`src/rtl/cargador_programa.sv`:
```
// Program loader: receives a length-prefixed, checksummed byte stream and
// writes the assembled 32-bit little-endian words into instruction memory,
// holding the core in reset until a load completes with a good checksum.
module cargador_programa (
  input  logic        clk,
  input  logic        rst,
  input  logic        start,
  input  logic [7:0]  in_byte,
  input  logic        in_valid,
  output logic        in_ready,
  output logic        imem_we,
  output logic [7:0]  imem_addr,
  output logic [31:0] imem_wdata,
  output logic        cpu_rst,
  output logic        done,
  output logic        error
);

  typedef enum logic [2:0] {
    IDLE,
    LEN_LO,
    LEN_HI,
    DATA,
    CHECK,
    DONE,
    ERR
  } state_t;

  state_t      state_q, state_d;
  // Only N <= 256 ever proceeds to DATA, so 9 bits of length suffice.
  logic [8:0]  len_q, len_d;
  // 9 bits so that the count after word 255 reads 256, not 0.
  logic [8:0]  word_cnt_q, word_cnt_d;
  logic [1:0]  byte_idx_q, byte_idx_d;
  logic [7:0]  csum_q, csum_d;
  logic [23:0] word_buf_q, word_buf_d;
  logic        imem_we_q, imem_we_d;
  logic [7:0]  imem_addr_q, imem_addr_d;
  logic [31:0] imem_wdata_q, imem_wdata_d;

  logic        accept;
  logic [15:0] len_full;
  logic [8:0]  word_cnt_inc;

  assign in_ready     = (state_q == LEN_LO) || (state_q == LEN_HI) ||
                        (state_q == DATA)   || (state_q == CHECK);
  assign accept       = in_valid && in_ready;
  assign len_full     = {in_byte, len_q[7:0]};
  assign word_cnt_inc = word_cnt_q + 9'd1;

  assign imem_we    = imem_we_q;
  assign imem_addr  = imem_addr_q;
  assign imem_wdata = imem_wdata_q;
  assign done       = (state_q == DONE);
  assign error      = (state_q == ERR);
  assign cpu_rst    = (state_q != DONE);

  // State and datapath registers; reset abandons any partial word.
  always_ff @(posedge clk or posedge rst) begin
    if (rst) begin
      state_q      <= IDLE;
      len_q        <= '0;
      word_cnt_q   <= '0;
      byte_idx_q   <= '0;
      csum_q       <= '0;
      word_buf_q   <= '0;
      imem_we_q    <= 1'b0;
      imem_addr_q  <= '0;
      imem_wdata_q <= '0;
    end else begin
      state_q      <= state_d;
      len_q        <= len_d;
      word_cnt_q   <= word_cnt_d;
      byte_idx_q   <= byte_idx_d;
      csum_q       <= csum_d;
      word_buf_q   <= word_buf_d;
      imem_we_q    <= imem_we_d;
      imem_addr_q  <= imem_addr_d;
      imem_wdata_q <= imem_wdata_d;
    end
  end

  // Next-state logic: stream parsing, word assembly and checksum tracking.
  always_comb begin
    state_d      = state_q;
    len_d        = len_q;
    word_cnt_d   = word_cnt_q;
    byte_idx_d   = byte_idx_q;
    csum_d       = csum_q;
    word_buf_d   = word_buf_q;
    imem_we_d    = 1'b0;
    imem_addr_d  = imem_addr_q;
    imem_wdata_d = imem_wdata_q;

    case (state_q)
      IDLE, DONE, ERR: begin
        if (start) begin
          state_d    = LEN_LO;
          len_d      = '0;
          word_cnt_d = '0;
          byte_idx_d = '0;
          csum_d     = '0;
        end
      end

      LEN_LO: begin
        if (accept) begin
          len_d   = {1'b0, in_byte};
          state_d = LEN_HI;
        end
      end

      LEN_HI: begin
        if (accept) begin
          len_d = len_full[8:0];
          if (len_full > 16'd256) begin
            state_d = ERR;
          end else if (len_full == 16'd0) begin
            state_d = CHECK;
          end else begin
            state_d = DATA;
          end
        end
      end

      DATA: begin
        if (accept) begin
          csum_d     = csum_q ^ in_byte;
          byte_idx_d = byte_idx_q + 2'd1;
          case (byte_idx_q)
            2'd0: word_buf_d[7:0]   = in_byte;
            2'd1: word_buf_d[15:8]  = in_byte;
            2'd2: word_buf_d[23:16] = in_byte;
            default: begin
              imem_we_d    = 1'b1;
              imem_addr_d  = word_cnt_q[7:0];
              imem_wdata_d = {in_byte, word_buf_q};
              word_cnt_d   = word_cnt_inc;
              if (word_cnt_inc == len_q) begin
                state_d = CHECK;
              end
            end
          endcase
        end
      end

      CHECK: begin
        if (accept) begin
          state_d = (in_byte == csum_q) ? DONE : ERR;
        end
      end

      default: state_d = IDLE;
    endcase
  end

endmodule

```
`config.mk`:
```
export PLATFORM = sky130hd
export DESIGN_NAME = cargador_programa
export DESIGN_NICKNAME = d
export VERILOG_FILES = /design/src/rtl/cargador_programa.sv
export SDC_FILE = /design/constraint.sdc
export NUM_CORES = 1
export LEC_CHECK = 0
export CORE_MARGIN = 8
export CORE_UTILIZATION = 55
export CTS_CLUSTER_SIZE = 20
export DETAILED_ROUTE_END_ITERATION = 8
export PLACE_DENSITY = 0.83
export SYNTH_ARGS = -nofsm -noshare
export SYNTH_HDL_FRONTEND = slang
export SYNTH_SLANG_ARGS = --single-unit
```
`constraint.sdc`:
```
create_clock -name clk -period 3.8 [get_ports clk]
set_input_delay 0.76 -clock clk [delete_from_list [all_inputs] [get_ports clk]]
set_output_delay 0.76 -clock clk [all_outputs]
set_load 0.02 [all_outputs]
```
# [Word-level counts from Yosys, hierarchy flattened]
# Index checks and enable logic that the tools add are counted.
# Widths: inputs -> output; s select.
[word_totals] rom_bits=0 reg_bits=96 latchBits=0 wordCells=84 out_inout_bits=45 mem_bits_rw=0 memories=0
[op_classes] n_bitwise=3 muxes=27 n_eq_ne=18 n_div=0 n_shift=0 n_addsub=2 reduce_logical=21 order_cmp=1 mul=0
[op_table] operator="$mux 9" n=5
[op_table] operator="$mux 3" n=9
[op_table] operator="$pmux 9 s3" n=1
[op_table] operator="$pmux 9 s2" n=1
[op_table] operator="$gt 16x9->1 const B" n=1
[op_table] operator="$logic_not 16->1" n=1
[op_table] operator="$mux 8" n=2
[op_table] operator="$pmux 8 s2" n=1
[op_table] operator="$pmux 3 s5" n=1
[op_table] operator="$reduce_and 3->1" n=5
[op_table] operator="$ne 2x2->1 const B" n=6
[op_table] operator="$reduce_and 4->1" n=3
[op_table] operator="$add 9x1->9 const B" n=1
[op_table] operator="$eq 3x3->1 const B" n=3
[op_table] operator="$eq 9x9->1" n=1
[op_table] operator="$eq 8x8->1" n=1
[op_table] operator="$xor 8x8->8" n=1
[op_table] operator="$reduce_and 7->1" n=1
[op_table] operator="$eq 3x2->1 const B" n=2
[op_table] operator="$mux 2" n=3
[op_table] operator="$reduce_or 3->1" n=2
[op_table] operator="$pmux 2 s2" n=1
[op_table] operator="$reduce_bool 2->1" n=2
[op_table] operator="$eq 3x1->1 const B" n=1
[op_table] operator="12 further kinds" n=17

# [Depth between registers and ports, before layout]
# Gate-level depths: netlist of run 1.
[logic_depth] ltp_word=7 ltp_mapped=8 mapped_depth_nobuf=7

# [Worst setup path before layout of run 1]
# OpenSTA, ideal clock, no wires.
[synth_path] kind="register -> register" startpoint="register word_cnt_q[0]" endpoint="register state_q[1]" required_ps=3662 stages_incl_launch_ff=8 path_slack_ps=1703 arrival_ps=1959 synth_period_minus_slack_ps=2097 path_buffers=0 path_cell_list="dfrtp_1 ha_1 and4_4 nand4_4 a311oi_2 nand3_2 a2111oi_4 a31oi_1"
[synth_via] elab_chain_len=4
[synth_rtl] item="from (decl)" line="33" text="logic [8:0] word_cnt_q, word_cnt_d;"
[synth_rtl] item="from (signal assigned)" line="73" text="word_cnt_q <= word_cnt_d;"
[synth_rtl] item="$add 9x1->9" line="49" text="assign word_cnt_inc = word_cnt_q + 9'd1;"
[synth_rtl] item="$eq 9x9->1" line="139" text="if (word_cnt_inc == len_q) begin"
[synth_rtl] item="$ne 2x1->1 (no line)"
[synth_rtl] item="$reduce_and 7->1 (no line)"
[synth_rtl] item="to (signal assigned)" line="71" text="state_q <= state_d;"
[synth_rtl] item="to (decl)" line="29" text="state_t state_q, state_d;"
# Every way passes these cells.
# A chain may end at the register's enable or synchronous reset.

# [Worst setup path after layout of run 1]
[layout_path] startpoint="register state_q[1]" endpoint="output port in_ready"
[layout_via] elab_chain_len=4
[layout_rtl] item="$eq 3x1->1 or $eq 3x2->1 (tied branches)" line="45" text="assign in_ready = (state_q == LEN_LO) || (state_q == LEN_HI) ||"
[layout_rtl] item="$logic_or 1x1->1 (2 in a row)" line="45"
[layout_rtl] item="$logic_or 1x1->1 (*)" line="46" text="(state_q == DATA) || (state_q == CHECK);"
[layout_rtl] item="to (decl)" line="10" text="output logic in_ready,"
# Mark *: on every way between the ends. The rest lies on a longest branch, timed or not.

==> results.py, run 1 <==
metrics = {
    "cts": {
        "cts_max_path_buffers": 2,
        "cts_root_buf": "clkbuf_8",
        "clk_pin_slew_ns": 0.10,
        "h-tree-depth": 3,
        "cts-buffers-inserted": 9,
        "cts_tree": "done",
        "clock_sinks": 96,
        "cts_resized": 0,
        "insertion_delay_ns": 0.38,
        "cts_hold_buf": 0,
        "post_cts_buffers": 0,
    },
    "die": {
        "start_util": 0.559,
        "die_h_um": 107,
        "pin_count": 57,
        "fp.dieW_um": 107,
        "rows": 33,
        "die-area_um2": 11400,
        "fp.coreArea_um2": 8130,
    },
    "grt": {
        "gr-total-overflow": 0,
        "grt_usage": 0.180,
        "grt_pass1_wl_mm": 16.3,
        "grt_pass1_vias": 3190,
        "antenna_found_initial": 0,
        "grt_max_degree": 97,
    },
    "worst_hold_path": {
        "hold_class": "flip-flop to flip-flop",
        "min_to": "imem_wdata[1]",
        "min_from": "word_buf_q[1]",
        "hold_depth": 1,
    },
    "power_and_ir_drop": {
        "ir_drop_mv": 0.423,
        "p_per_area_nw_per_um2": 669,
        "p_leak_nw": 2.41,
    },
    "synth": {
        "yosysWarnings": 0,
        "synth_simple_gate_area_frac": 0.110,
        "synth-edff-count": 0,
        "ys_types": 51,
        "ys_ff_latch": 96,
        "synth_top_flop_cell": "dfrtp_1",
        "synth_top_family_by_area": "multiplexers",
        "synthMuxAreaShare": 0.166,
        "yosysTopAreaCellShare": 0.528,
        "synth_compound_area_frac": 0.0990,
        "yosysTopAreaCell": "dfrtp_1",
        "synth_cells": 388,
        "synth.area.top_cells": "dfrtp_1, mux2_2, o21ai_0, nand2_1, xor2_1",
        "synth_nets": 405,
        "synth.avg_cell_area_um2": 11.7,
        "synthXorXnorAreaFrac": 0.0404,
        "yosys.area_share.adder": 0.0138,
        "synth_area_um2": 4550,
        "async_reset_ff_frac": 1.00,
        "seq_area_frac_synth": 0.528,
    },
    "sta": {
        "rsz0062_at_grt": "no",
        "worst_pin_slew_ns": 0.965,
        "finalSetupViolCount": 0,
        "fmax_mhz": 344,
        "maxSlewViolCount": 0,
        "hold_viol_final": 0,
        "fin_crit_ns": 2.91,
        "setup_ws_ns": 0.893,
        "period_share": 0.765,
        "final.setup.tns_ns": 0,
        "slew-limit-headroom": 0.357,
        "clock_skew_ns": 0.0153,
    },
    "placement": {
        "io_buffer_count": 56,
        "place.detailed.hpwl_mm": 6.45,
        "pre_cts_slack_ns": 0.758,
        "gp_congestion": 0.775,
    },
    "finish": {
        "diodes": 0,
        "syn2layout_area_growth_pct": 17.2,
        "drive_gt1_frac": 0.225,
        "final_nets": 452,
    },
    "drt": {
        "routed_via_density": 5.71,
        "post_drt_wl_per_cell_um": 17.9,
        "ant_nets": 0,
        "drc": 0,
        "vias": 3112,
        "drt_wl_total_mm": 9.77,
        "drt_iter0_markers": 201,
        "first_pass_iters": 4,
    },
    "flow_run": {
        "max_cap_viol_count": 0,
    },
    "critical_path": {
        "r2r-end": "imem_addr[1]",
        "end_kind": "output port",
        "cp-start-kind": "flip-flop",
        "cp_max_fo": 21,
        "r2r-start": "state_q[2]",
        "ff2ff_setup_slack_ns": 1.32,
        "worstPathRequired_ns": 3.04,
        "reg2reg_depth": 5,
        "crit_type": "flip-flop to output port",
        "worstPathArrival_ns": 2.15,
    },
    "run_status": {
        "status": "completed",
    },
}
## report_power, final
part	leakage (nW)	total, mW	switching (mW)	internal (mW)
Combinational	1.03	1.31	0.663	0.647
Sequential	1.28	1.59	0.262	1.32
Clock	0.102	0.669	0.384	0.286
## final cells by class
| class | count | area (µm²) |
|---|---|---|
| tap | 105 | 131 |
| sequential | 96 | 2400 |
| inverter | 7 | 27.5 |
| multi-input combinational | 260 | 1950 |
| timing repair buffer | 61 | 623 |
| clock inverter | 5 | 46.3 |
| clock buffer | 11 | 151 |
| fill | 602 | 2800 |
## worst max-delay path, cell delays in order (launching register included)
cell	delay (ns)
dfrtp_1	0.76
nor2_1	0.20
xnor2_1	0.18
clkdlybuf4s50_1	0.63
## logic make-up after synthesis
| family | after synthesis |
|---|---|
| buffers and inverters | 32 |
| XOR/XNOR | 21 |
| adder cells (fa/ha/maj) | 5 |
| AND/OR/NAND/NOR | 97 |
| AO/OA/AOI/OAI | 70 |
| multiplexers | 67 |
| flip-flops | 96 |
## per-stage QoR
step / area, µm² / hold slack [ns] / std cells / total power [mW] / util
floorplan: 4550 / 0.470 / 388 / 2.47 / -
global placement: 5130 / 0.481 / 529 / 2.85 / 0.631
detailed placement: 5130 / 0.490 / 529 / 2.91 / 0.631
CTS: 5330 / 0.510 / 545 / 3.58 / 0.656
global route: 5330 / 0.521 / 545 / 3.79 / 0.656
finish: 5330 / 0.506 / 545 / 3.57 / 0.656
## cells in the final DEF, fill, tap and decap left out, types with 2 or more instances in the layout
master           instances
dfrtp_1                 96
mux2_2                  66
clkdlybuf4s50_1         56
nand2_1                 43
o21ai_0                 39
nor2_1                  17
xor2_1                  12
clkbuf_8                11
xnor2_1                  9
inv_1                    6
a21oi_1                  6
nand3_1                  6
and3_1                   5
nor3_1                   5
nor4_1                   5
ha_1                     5
o31ai_1                  4
a31oi_1                  3
buf_4                    3
a22o_1                   2
nor3b_1                  2
or4b_1                   2
or2b_1                   2
clkinv_4                 2
inv_6                    2
buf_12                   2
## per-layer routing
layer	wire (µm)	vias up	track usage
li1	-	1458	-
met1	4430	1556	0.229
met2	4700	84	0.284
met3	471	14	0.0528
met4	159	0	0.0683
met5	0	-	0
## state kept, by name (all words and copies together) (netlist names)
register and count:
imem_addr 8, len_q 9, imem_we 1, imem_wdata 32
byte_idx_q 2, word_cnt_q 9, state_q 3, csum_q 8
word_buf_q 24
## synth_stat cells (2+ instances only)
master    number
nor4_1         5
nand2_1       43
xor2_1        12
xnor2_1        9
inv_1          7
mux2_2        66
nor3_1         5
or2b_1         2
nand3_1        6
or4b_1         2
a31oi_1        3
clkbuf_1       3
clkbuf_8       2
o21ai_0       39
a22o_1         2
a21oi_1        6
nor2_1        17
dfrtp_1       96
o31ai_1        4
and3_1         5
buf_6          5
buf_2         15
ha_1           5
nor3b_1        2
## how the worst max path moves through the flow
stage,to,slack [ns],cells past startpoint,from
after global routing,in_ready,0.72,3,state_q[1]
after floorplan,byte_idx_q[0],0.53,1,rst
after detailed placement,imem_addr[1],0.76,5,in_valid
final,in_ready,0.89,3,state_q[1]
after global placement,imem_wdata[31],0.79,5,in_valid
after CTS,in_ready,0.91,3,state_q[1]
Power figures use the tool's default switching activity.
==> run 2, diff against run 1 <==
- CORE_UTILIZATION: 55 -> 50
- PLACE_DENSITY: 0.83 -> 0.8
- clock period: 3.8 -> 2.6 ns (I/O delays scaled with it)
==> results.py, run 2 (same netlist as run 1, synthesis figures left out) <==
metrics = {
    "critical_path": {
        "r2r-end": "state_q[1]",
        "worstPathRequired_ns": 2.08,
        "worstPathArrival_ns": 1.94,
        "reg2reg_depth": 7,
        "ff2ff_setup_slack_ns": 0.21,
        "cp_max_fo": 14,
        "r2r-start": "word_cnt_q[0]",
        "cp-start-kind": "flip-flop",
        "crit_type": "flip-flop to output port",
        "end_kind": "output port",
    },
    "sta": {
        "hold_viol_final": 0,
        "slew-limit-headroom": 0.319,
        "finalSetupViolCount": 0,
        "fmax_mhz": 406,
        "fin_crit_ns": 2.46,
        "clock_skew_ns": 0.00860,
        "worst_pin_slew_ns": 1.02,
        "maxSlewViolCount": 0,
        "period_share": 0.947,
        "setup_ws_ns": 0.138,
        "rsz0062_at_grt": "no",
    },
    "finish": {
        "layoutNonFillerInstCount": 564,
        "drive_gt1_frac": 0.249,
        "diodes": 0,
        "layout_common_cells": "dfrtp_1, mux2_2, clkdlybuf4s50_1, nand2_1, o21ai_0",
        "syn2layout_area_growth_pct": 19.9,
        "fillers": 692,
        "final_nets": 466,
        "layout_commonest_cell": "dfrtp_1",
        "fin_util": 0.605,
        "largest_reg_flops": 32,
    },
    "grt": {
        "grt_pass1_wl_mm": 17.3,
        "antenna_found_initial": 0,
        "gr-total-overflow": 0,
        "globalRouteMet3Util": 0.0376,
        "grt_pass1_vias": 3273,
        "grt_max_degree": 40,
        "grt-busiest-layer": "met2",
        "grt_usage": 0.169,
        "grtUsageMet2": 0.267,
        "grt_use_met1": 0.219,
    },
    "drt": {
        "drt_wl_total_mm": 10.3,
        "post_drt_wl_per_cell_um": 18.2,
        "drt_iter0_markers": 166,
        "vias": 3210,
        "drc": 0,
        "routed_via_density": 5.69,
        "first_pass_iters": 4,
        "ant_nets": 0,
    },
    "die": {
        "pin_count": 57,
        "fp.coreArea_um2": 9020,
        "rows": 35,
        "fp.dieW_um": 111,
        "start_util": 0.504,
        "die_h_um": 111,
        "die-area_um2": 12400,
    },
    "worst_hold_path": {
        "hold_class": "primary input to async pin",
    },
    "placement": {
        "gp_congestion": 0.828,
        "pre_cts_slack_ns": -0.00479,
        "place.detailed.hpwl_mm": 7.32,
        "place_inst": 549,
        "io_buffer_count": 56,
    },
    "power_and_ir_drop": {
        "p_leak_nw": 2.47,
        "ir_drop_mv": 0.563,
        "p_per_area_nw_per_um2": 964,
    },
    "cts": {
        "cts-buffers-inserted": 9,
        "h-tree-depth": 3,
        "insertion_delay_ns": 0.36,
        "clock_sinks": 96,
        "cts_tree": "done",
        "cts_max_path_buffers": 2,
        "cts_root_buf": "clkbuf_8",
        "clk_pin_slew_ns": 0.10,
    },
    "flow_run": {
        "max_cap_viol_count": 0,
    },
    "run_status": {
        "status": "completed",
    },
}
[run 2: changes by cell type in the layout (fill, tap and decap cells not counted)]
| cell | change |
|---|---|
| buf_4 | +13 |
| clkinvlp_4 | +3 |
| clkbuf_8 | -2 |
| clkinv_4 | -2 |
| buf_12 | +1 |
| bufinv_16 | +1 |
| inv_8 | -1 |
| nor2_1 | -1 |
| nor2_2 | +1 |
[run 2: stage by stage]
step           instance area (µm²)  hold WS, ns  power [mW]  setup TNS (ns)
2_1_floorplan                 4550        0.470        3.61               0
3_3_place_gp                  5260        0.482        4.21               0
3_5_place_dp                  5260        0.489        4.31        -0.00479
4_1_cts                       5450        0.457        5.31               0
5_1_grt                       5460        0.480        5.58               0
6_report                      5460        0.465        5.26               0
[run 2: final cells by class]
| type | instances | area (µm²) | area share |
|---|---|---|---|
| clock inverters | 6 | 67.6 | 0.0124 |
| multi-input cells | 260 | 1950 | 0.358 |
| repair buffers | 75 | 741 | 0.136 |
| clock buffers | 9 | 124 | 0.0227 |
| well taps | 111 | 139 | 0.0255 |
| flip-flops and latches | 96 | 2400 | 0.440 |
| inverters | 7 | 30.0 | 0.00550 |
[run 2: critical path, stage by stage (launching register included)]
cell and delay (ns):
dfrtp_1 0.55, nor2_2 0.25, xnor2_1 0.15, clkdlybuf4s50_1 0.63
[run 2: worst max-delay path by stage]
| stage | end | cells after the start | start | slack [ns] |
|---|---|---|---|---|
| 6_report | in_ready | 3 | state_q[0] | 0.14 |
| 5_1_grt | len_q[7] | 4 | state_q[2] | 0.008 |
| 4_1_cts | in_ready | 3 | state_q[0] | 0.05 |
| 3_5_place_dp | state_q[1] | 8 | in_byte[1] | -0.005 |
| 3_3_place_gp | state_q[1] | 8 | in_byte[1] | 0.1 |
| 2_1_floorplan | state_q[1] | 7 | word_cnt_q[0] | 0.50 |
[run 2: repair_timing]
action / in CTS / in global routing
setup endpoints to repair: 0 / 2
endpoints found under the hold margin: 0 / 0
gates resized for setup: 0 / 1
hold buffers: 0 / 0
buffers inserted: 0 / 0
[run 2: per-layer routing]
metal	wire length [µm]	share of wire
met4	172	0.017
met1	4420	0.43
met2	5070	0.49
met5	0	0
met3	600	0.058
[run 2: where the power goes]
| group | switching (mW) | leakage [nW] | internal (mW) |
|---|---|---|---|
| combinational | 1.02 | 1.10 | 0.973 |
| sequential | 0.355 | 1.28 | 1.94 |
| clock | 0.529 | 0.0921 | 0.445 |
